===== config.mk =====
export PLATFORM = sky130hd
export DESIGN_NAME = arbiter16_rr
export DESIGN_NICKNAME = d
export VERILOG_FILES = /design/src/rtl/arbiter16_rr.sv
export SDC_FILE = /design/constraint.sdc
export NUM_CORES = 1
export LEC_CHECK = 0
export CAP_MARGIN = 20
export CORE_AREA = 2 2 94 96
export CTS_CLUSTER_SIZE = 20
export DETAILED_ROUTE_END_ITERATION = 12
export DIE_AREA = 0 0 96 98
export PLACE_DENSITY = 0.86
export SYNTH_ARGS = -nofsm -noshare
export SYNTH_HDL_FRONTEND = slang
export SYNTH_SLANG_ARGS = --single-unit
export TNS_END_PERCENT = 50

===== constraint.sdc =====
create_clock -name I_CLK -period 8.15 [get_ports I_CLK]
set_input_delay 1.2225 -clock I_CLK [delete_from_list [all_inputs] [get_ports I_CLK]]
set_output_delay 1.2225 -clock I_CLK [all_outputs]
set_load 0.005 [all_outputs]

===== src/rtl/arbiter16_rr.sv =====
`timescale 1ns/1ps
`default_nettype none
// ============================================================================
// Module   : encoder16_4 / arbiter16_rr
// Purpose  : 16-way round-robin arbiter with a registered one-hot grant,
//            encoded grant index and optional maximum-tenure preemption.
// Revision : 1.0 - initial release
// ============================================================================

// One-hot (or zero) to binary index; zero input yields index 0.
module encoder16_4 (
    input  logic [15:0] onehot_i,
    output logic [3:0]  idx_o
);
    // OR together the indices of all set bits; exact for one-hot inputs
    always_comb begin
        idx_o = '0;
        for (int n = 0; n < 16; n++) begin
            if (onehot_i[n]) begin
                idx_o = idx_o | 4'(n);
            end
        end
    end
endmodule

module arbiter16_rr #(
    parameter int MAX_HOLD   = 16,
    parameter int HOLD_WIDTH = 5
) (
    input  logic        I_CLK,
    input  logic        I_RESET,
    input  logic [15:0] I_REQ,
    output logic [15:0] O_GRANT,
    output logic [3:0]  O_GRANT_IDX,
    output logic        O_GRANT_VALID,
    output logic        O_PREEMPT
);
    // With preemption disabled the tenure counter simply saturates at all-ones
    localparam logic [HOLD_WIDTH-1:0] HOLD_LIMIT =
        (MAX_HOLD == 0) ? {HOLD_WIDTH{1'b1}} : HOLD_WIDTH'(MAX_HOLD);
    localparam logic [HOLD_WIDTH-1:0] HOLD_ONE   = HOLD_WIDTH'(1);
    localparam bit                    PREEMPT_EN = (MAX_HOLD != 0);

    typedef enum logic [0:0] {
        ST_IDLE  = 1'b0,
        ST_GRANT = 1'b1
    } state_t;

    state_t                  state_q,   state_d;
    logic [15:0]             grant_q,   grant_d;
    logic [3:0]              last_q,    last_d;
    logic [HOLD_WIDTH-1:0]   hold_q,    hold_d;
    logic                    preempt_q, preempt_d;

    logic [15:0] w_search_req;
    logic        w_owner_req;
    logic        w_found;
    logic [3:0]  w_winner;

    // While granting, the owner is excluded from the search so that a
    // preemption can never pick it again; on release its bit is 0 anyway.
    assign w_owner_req  = I_REQ[last_q];
    assign w_search_req = (state_q == ST_GRANT) ? (I_REQ & ~(16'd1 << last_q)) : I_REQ;

    // Rotating priority search: LAST+1, LAST+2, ... wrapping to LAST itself
    always_comb begin
        w_found  = 1'b0;
        w_winner = last_q;
        for (int i = 1; i <= 16; i++) begin
            if (!w_found && w_search_req[last_q + 4'(i)]) begin
                w_found  = 1'b1;
                w_winner = last_q + 4'(i);
            end
        end
    end

    // Next-state logic: idle acquisition, release handoff, preemption, hold
    always_comb begin
        state_d   = state_q;
        grant_d   = grant_q;
        last_d    = last_q;
        hold_d    = hold_q;
        preempt_d = 1'b0;
        case (state_q)
            ST_IDLE: begin
                if (w_found) begin
                    state_d = ST_GRANT;
                    grant_d = 16'd1 << w_winner;
                    last_d  = w_winner;
                    hold_d  = HOLD_ONE;
                end
            end
            ST_GRANT: begin
                if (!w_owner_req) begin
                    if (w_found) begin
                        grant_d = 16'd1 << w_winner;
                        last_d  = w_winner;
                        hold_d  = HOLD_ONE;
                    end else begin
                        state_d = ST_IDLE;
                        grant_d = '0;
                        hold_d  = '0;
                    end
                end else if (PREEMPT_EN && (hold_q == HOLD_LIMIT) && w_found) begin
                    grant_d   = 16'd1 << w_winner;
                    last_d    = w_winner;
                    hold_d    = HOLD_ONE;
                    preempt_d = 1'b1;
                end else if (hold_q != HOLD_LIMIT) begin
                    hold_d = hold_q + HOLD_ONE;
                end
            end
            default: begin
                state_d = ST_IDLE;
                grant_d = '0;
                hold_d  = '0;
            end
        endcase
    end

    // State registers; reset takes effect immediately, even mid-grant
    always_ff @(posedge I_CLK or posedge I_RESET) begin
        if (I_RESET) begin
            state_q   <= ST_IDLE;
            grant_q   <= '0;
            last_q    <= 4'd15;
            hold_q    <= '0;
            preempt_q <= 1'b0;
        end else begin
            state_q   <= state_d;
            grant_q   <= grant_d;
            last_q    <= last_d;
            hold_q    <= hold_d;
            preempt_q <= preempt_d;
        end
    end

    assign O_GRANT       = grant_q;
    assign O_GRANT_VALID = |grant_q;
    assign O_PREEMPT     = preempt_q;

    encoder16_4 u_enc (
        .onehot_i (grant_q),
        .idx_o    (O_GRANT_IDX)
    );
endmodule
`default_nettype wire


# --- Word-level counts from Yosys, hierarchy flattened ---
# Cells that the tools add are included.
totals:
  ff_bits: 27
  inputBits: 18
  out_inout_bits: 22
  elab_cells: 184
op_classes:
  add_sub_neg: 16
  magnitude_cmp: 16
  eq_ne: 5
  shifts: 2
  muxes: 103
  bitwise_logic: 3
  reduce_logical: 34
ops:
  columns: ["cell", "n"]
  rows:
  - ["$mux W4", 27]
  - ["$lt A4 B5 Y1 const B", 16]
  - ["$mux W16", 5]
  - ["$bmux W1 S4", 17]
  - ["$mux W1", 40]
  - ["$add A4 B4 Y4 const B", 8]
  - ["$pmux W16 S2", 1]
  - ["$shl A1 B4 Y16 const A", 2]
  - ["$mux W5", 4]
  - ["$add A4 B3 Y4 const B", 4]
  - ["$and A16 B16 Y16", 1]
  - ["$logic_and A1 B1 Y1", 16]
  - ["$not A16 Y16", 1]
  - ["$reduce_or A16 Y1", 1]
  - ["$logic_not A1 Y1", 15]
  - ["$mux W3", 4]
  - ["$pmux W5 S2", 1]
  - ["$add A4 B2 Y4 const B", 2]
  - ["$pmux W4 S2", 1]
  - ["$add A5 B1 Y5 const B", 1]
  - ["$eq A5 B5 Y1 const B", 1]
  - ["$ne A5 B5 Y1 const B", 1]
  - ["$add A4 B1 Y4 const B", 1]
  - ["$mux W2", 2]
  - ["6 further kinds", 7]

# --- Logic depth before layout (Yosys ltp) ---
# Gate-level depths: netlist of run 1.
depth:
  word_depth: 56
  mapped_depth: 22
  mapped_depth_nobuf: 13

# --- By module ---
# A second synthesis of run 1 with hierarchy kept.
hier_totals:
  cells_unflattened: 602
  area_unflattened_um2: 4529.3
by_module_without_submodules:
  columns: ["mod", "n_inst", "cells_per_inst", "area_each_um2"]
  rows:
  - ["arbiter16_rr", 1, 591, 4464.3]
  - ["encoder16_4", 1, 11, 65.1]

# --- Least setup slack after synthesis of run 1 ---
# No wires, ideal clock.
synth_timing:
  path_kind: "register to register"
  from: "register last_q[0]"
  to: "register grant_q[4] (netlist: O_GRANT[4])"
  arrival_ps: 5948
  slack_ps: 2080
  stages_incl_launch_ff: 19
  path_buffers: 6
  synth_period_minus_slack_ps: 6070
  path_cell_list: "dfstp_2 -> buf_2 -> inv_1 -> buf_1 -> clkbuf_1 -> buf_1 -> ha_1 -> clkbuf_1 -> a32o_2 -> mux4_2 -> mux2_4 -> or4b_4 -> or4_4 -> buf_6 -> or3_4 -> a311oi_4 -> or4b_1 -> o31ai_2 -> a32o_1"
synth_between:
  elab_chain_cells: 56
synth_rtl:
  columns: ["element", "line", "text"]
  rows:
  - ["start, declared", "51", "logic [3:0] last_q, last_d;"]
  - ["start signal, assigned", "132", "last_q <= last_d;"]
  - ["branches (longest 56 deep; another with $add A4 B1 Y4)", null, null]
  - ["end signal, assigned", "131", "grant_q <= grant_d;"]
  - ["end, declared", "50", "logic [15:0] grant_q, grant_d;"]
# Several ways; the timed one is not identified. The select of a mux whose other input is x is not followed.
# A chain may end at the register's enable or synchronous reset.

# --- Worst setup path after layout of run 1 ---
layout_timing:
  from: "register last_q[0]"
  to: "register grant_q[9] (netlist: O_GRANT[9])"
# Same word-level chain as after synthesis.

==> run summary, run 1 <==
Global-route wire length before repair: 23530 µm
Share of layout cells above drive strength 1: 12.01%
Area grow syn2layout: 10.36%
Ant diodes: 0
Skew final: 8.583 ps
Slew @ Worst Pin: 844.7 ps
Largest net degree at the start of global routing: 51
Post-synth top flop: dfrtp_1
Worst-case reg-to-reg path depth: 14
Netlist cell types: 81
Num ports: 40
Synth area leader: dfrtp_1
Period Utilization, post-route: 77.26%
Crit path max fanout: 32
Clock buffer depth: 2
PnR worst setup slack: 1853 ps
Initial Util: 53.21%
DR vias/cell: 7.344
Most numerous cell in the Yosys netlist: nand2_1
Worst-path clk slew: 90 ps
Syn_area_per_cell: 8.250 µm²
Top-area cell type share of the netlist area: 12.78%
Syn nets: 578
Seq/Total Area, Yosys: 15.11%
H-tree level count: 1
Hold Crit Class: reg2reg
Mapped cell area: 4504 µm²
Fmax: 158.8 MHz
Outcome: finished, final reports clean
Initial antenna violation count: 0
Die height: 98 µm
Async S/R FF share, synth: 100.0%
Final setup TNS: 0 ps
CTS Buf Count: 3
Grt ovf: 0
Post-CTS setup buffers: 0
CTS Hold Bufs: 0
Total GRT Usage: 31.16%
Area of the core: 8466 µm²
Rel. slew slack: 43.69%
Synth top area cells: dfrtp_1 13%, mux4_2 9.5%, mux2i_1 5.3%
Worst-skew pair later-pin latency: 280 ps
WL/cell: 21.85 µm
CTS root buffer: clkbuf_8
Drt drc: 0
Post_cts resized: 0
Syn Inst Count: 546
DIE AREA: 9408 µm²
1st-pass router iterations: 8
Horiz. Die Dim: 96 µm
I/O Buffers: 39
RD Place Congestion: 1.022
Vias post-DR: 4891
Post-Place Worst Slack: 2011 ps
Vias in the first global route: 4538
Final Hold Viols: 0
CP Launch Type: flip-flop
RSZ-0062 raised after global routing: no
Routed WL: 14550 µm
Num rows: 34
Clock Sinks: 27
EDFF count, synth: 0
Required @ worst endpoint: 8330 ps
Antenna-violating nets left: 0
Crit. End Element: flip-flop
Pins Over Slew Limit: 0
Max Cap Viol: 0
Hold depth: 2
CTS tree: yes
Nets: 591
Most common library cells after synthesis: 58 x nand2_1, 31 x nor2_1, 24 x mux2i_1, 23 x clkbuf_1, 23 x dfrtp_1
DRC marker count from the first detailed-route iteration: 707
Detail Placement HPWL: 10860 µm
Warnings from Yosys: 0
#FFs+latches synth: 27
Critical Path AT: 6480 ps
Final Setup Violations: 0
Tmin final: 6297 ps
Kind of critical path: reg2reg
final cells by class:
class                   count  area [µm²]
clock buffers               3       41.29
inverters                  15       56.30
clock inverters             1       7.507
well taps                 108       135.1
repair buffers             46       462.9
fillers                   772        3495
flip-flops and latches     27       680.7
multi-input cells         466        3587
kinds of logic after synthesis:
family          after synthesis  synth area share (%)
mux                          50                 16.67
xor+xnor                     20                 3.889
buf+inv                      53                 5.250
simple gates                229                 28.42
fa+ha+maj                    14                 3.889
flops                        27                 15.11
compound gates              153                 26.78
state kept, by name, indices dropped and copies added, names as in the netlist:
register / flops
O_GRANT: 16
hold_q: 5
last_q: 4
O_PREEMPT: 1
state_q: 1
path summary, 6_finish.rpt:
| path | startpoint | slack, ps | endpoint |
|---|---|---|---|
| max reg2reg | last_q[0]$_DFFE_PP1P_ | 1850 | O_GRANT[9]$_DFFE_PP0P_ |
| max | last_q[0]$_DFFE_PP1P_ | 1850 | O_GRANT[9]$_DFFE_PP0P_ |
| min | O_GRANT[8]$_DFFE_PP0P_ | 520 | O_GRANT[8]$_DFFE_PP0P_ |
| max in group asynchronous | I_RESET | 6610 | last_q[1]$_DFFE_PP1P_ |
| min in group asynchronous | I_RESET | 1120 | O_GRANT[10]$_DFFE_PP0P_ |
| min reg2reg | O_GRANT[8]$_DFFE_PP0P_ | 520 | O_GRANT[8]$_DFFE_PP0P_ |
layer usage:
metal	share of wire (%)	routed length [µm]	vias up	track usage [%]
met2	48	6930	356	50.37
met3	9.8	1419	71	4.321
met5	0	0	-	0
met1	37	5426	2293	40.74
met4	5.3	773	0	14.40
li1	-	-	2171	-
layout by cell type, fill, tap and decap left out, types with 6 or more instances in the layout:
master	netlist	layout
inv_1	14	14
nand2b_1	18	18
dfrtp_1	23	23
o31ai_1	9	9
xnor2_1	13	13
nor2b_1	12	12
a32o_1	19	19
o21ai_0	10	10
buf_4	0	6
nand4_1	10	10
xor2_1	7	7
and3_1	6	6
a221oi_1	6	6
mux4_2	19	19
nand3_1	14	14
o22ai_1	8	8
nor2_1	31	31
or2_2	9	9
a21oi_1	22	22
o21a_1	6	6
nor4_1	11	11
mux2_2	6	6
nand2_1	58	58
and2_1	13	13
nor3_1	16	16
mux2i_1	24	24
ha_1	14	14
o32ai_1	14	14
clkdlybuf4s50_1	0	39
critical path, stage by stage, from the launching register on:
cell and delay [ps]:
dfstp_2 960, inv_1 140, buf_4 300, ha_1 510, xnor2_1 690, o311ai_0 250
o22ai_1 380, nor3_1 200, or4b_4 590, or4_4 620, nor4b_4 440, a21oi_2 160
a21oi_2 630, nand2_1 160, o31ai_1 110
per-stage QoR:
stage	cell area (µm²)	std cells	hold slack, ps	utilization [%]
detailed placement	4895	661	493.9	57.82
global placement	4895	661	500.2	57.82
floorplan	4504	546	494.6	-
CTS	4943	665	517.1	58.39
finish	4971	666	515.1	58.72
global route	4971	666	580.0	58.72
Power of run 1 is left out: the tool's default activity adds up to more than one toggle a clock period on the data nets, which glitch-free logic cannot reach.
==> run 2, diff against run 1 <==
Clock period 8.15 ns to 6.6 ns, I/O delays scaled along.
==> run summary, run 2 (synthesis gave the netlist of run 1 again) <==
Worst-path clk slew: 90 ps (about the same)
DRC marker count from the first detailed-route iteration: 694 (was 707)
Crit path max fanout: 28 (was 32)
R2r startpoint: last_q[2]$_DFFE_PP1P_ (was last_q[0]$_DFFE_PP1P_)
Vias post-DR: 4869 (was 4891)
Period Utilization, post-route: 85.76% (was 77.26%)
Skew final: 3.108 ps (was 8.583 ps)
RSZ-0062 raised after global routing: no (unchanged)
Horiz. Die Dim: 96 µm (unchanged)
Kind of critical path: reg2reg (unchanged)
Most frequent cells in the layout: 58 x nand2_1, 39 x clkdlybuf4s50_1, 31 x nor2_1, 24 x mux2i_1, 23 x dfrtp_1 (unchanged)
Area grow syn2layout: 10.78% (was 10.36%)
CP Launch Type: flip-flop (unchanged)
Required @ worst endpoint: 6770 ps (was 8330 ps)
Crit. End Element: flip-flop (unchanged)
Grt ovf: 0 (unchanged)
H-tree level count: 1 (unchanged)
1st-pass router iterations: 7 (was 8)
Post_cts resized: 0 (unchanged)
Tmin final: 5660 ps (was 6297 ps)
Outcome: finished, final reports clean (unchanged)
Die height: 98 µm (unchanged)
Flop2flop setup slack: 940 ps (was 1850 ps)
Max reg flops: 16 (unchanged)
Critical R2R Capture: O_GRANT[10]$_DFFE_PP0P_ (was O_GRANT[9]$_DFFE_PP0P_)
Final instance area: 4990 µm² (was 4971 µm²)
Max Cap Viol: 0 (unchanged)
Largest net degree at the start of global routing: 36 (was 51)
Global-route wire length before repair: 23110 µm (was 23530 µm)
Final setup TNS: 0 ps (unchanged)
CTS tree: yes (unchanged)
Worst-case reg-to-reg path depth: 11 (was 14)
Slew @ Worst Pin: 797.5 ps (was 844.7 ps)
CTS Hold Bufs: 0 (unchanged)
CTS root buffer: clkbuf_8 (unchanged)
Hold Slack: 524.3 ps (was 515.1 ps)
I/O Buffers: 39 (unchanged)
Detail Placement HPWL: 10960 µm (was 10860 µm)
Clock Sinks: 27 (unchanged)
Pins Over Slew Limit: 0 (unchanged)
Share of layout cells above drive strength 1: 12.30% (was 12.01%)
Initial antenna violation count: 0 (unchanged)
Num ports: 40 (unchanged)
WL/cell: 21.54 µm (was 21.85 µm)
Commonest non-fill, non-tap cell in the layout: nand2_1 (unchanged)
Antenna-violating nets left: 0 (unchanged)
Area of the core: 8466 µm² (unchanged)
Rel. slew slack: 46.35% (was 43.69%)
Reg area: 680.7 µm² (unchanged)
Clock buffer depth: 2 (unchanged)
Ant diodes: 0 (unchanged)
RD Place Congestion: 1.006 (was 1.022)
Hold Path Origin: O_GRANT[8]$_DFFE_PP0P_ (unchanged)
Finished Core Util: 58.94% (was 58.72%)
Dpl cell area: 4917 µm² (was 4895 µm²)
Post-CTS setup buffers: 0 (unchanged)
Fmax: 176.7 MHz (was 158.8 MHz)
DIE AREA: 9408 µm² (unchanged)
Initial Util: 53.21% (unchanged)
DR vias/cell: 7.278 (was 7.344)
Nets: 594 (was 591)
Num rows: 34 (unchanged)
Critical Path AT: 5830 ps (was 6480 ps)
Final Hold Viols: 0 (unchanged)
CTS Buf Count: 3 (unchanged)
Drt drc: 0 (unchanged)
Filler cells: 747 (was 772)
Area occupied by multi-input gates: 3587 µm² (unchanged)
Vias in the first global route: 4634 (was 4538)
Routed WL: 14410 µm (was 14550 µm)
Worst-skew pair later-pin latency: 260 ps (was 280 ps)
WHS Endpoint: O_GRANT[8]$_DFFE_PP0P_ (unchanged)
Total GRT Usage: 30.35% (was 31.16%)
Final Setup Violations: 0 (unchanged)
Hold Crit Class: reg2reg (unchanged)
Hold depth: 2 (unchanged)
## run 2: stage by stage
| step | setup slack [ps] | cells |
|---|---|---|
| 6_report | 939.5 | 669 |
| 5_1_grt | 563.6 | 669 |
| 2_1_floorplan | 530.0 | 546 |
| 3_3_place_gp | 1128 | 664 |
| 3_5_place_dp | 1066 | 664 |
| 4_1_cts | 1015 | 668 |
## run 2: layout make-up
cell class,count,area share [%]
Clock buffer,4,0.9027
Inverter,15,1.128
Multi-Input combinational cell,466,71.89
Sequential cell,27,13.64
Tap cell,108,2.708
Timing Repair Buffer,49,9.729
## run 2: metal layers
metal	wire length, µm	track usage [%]	vias up
li1	-	-	2181
met1	5360	39.04	2303
met2	6864	50.21	331
met3	1544	3.858	54
met4	636	13.63	0
met5	0	0	-
## run 2: worst max path at each step
stage | start | to
floorplan | last_q[0]$_DFFE_PP1P_ | O_GRANT[5]$_DFFE_PP0P_
global placement | last_q[2]$_DFFE_PP1P_ | O_GRANT[12]$_DFFE_PP0P_
detailed placement | last_q[2]$_DFFE_PP1P_ | O_GRANT[12]$_DFFE_PP0P_
CTS | last_q[2]$_DFFE_PP1P_ | O_GRANT[10]$_DFFE_PP0P_
global route | last_q[2]$_DFFE_PP1P_ | O_GRANT[10]$_DFFE_PP0P_
finish | last_q[2]$_DFFE_PP1P_ | O_GRANT[10]$_DFFE_PP0P_
## run 2: critical path: stages (launching register included)
cell and delay (ps):
dfstp_2 820, inv_1 460, ha_1 840, mux4_2 450
mux2_4 330, or4b_4 590, or4_4 620, nor4b_4 420
a21oi_2 160, a21oi_2 590, nand2_1 160, o31ai_1 100
Power of run 2 is left out for the same reason.
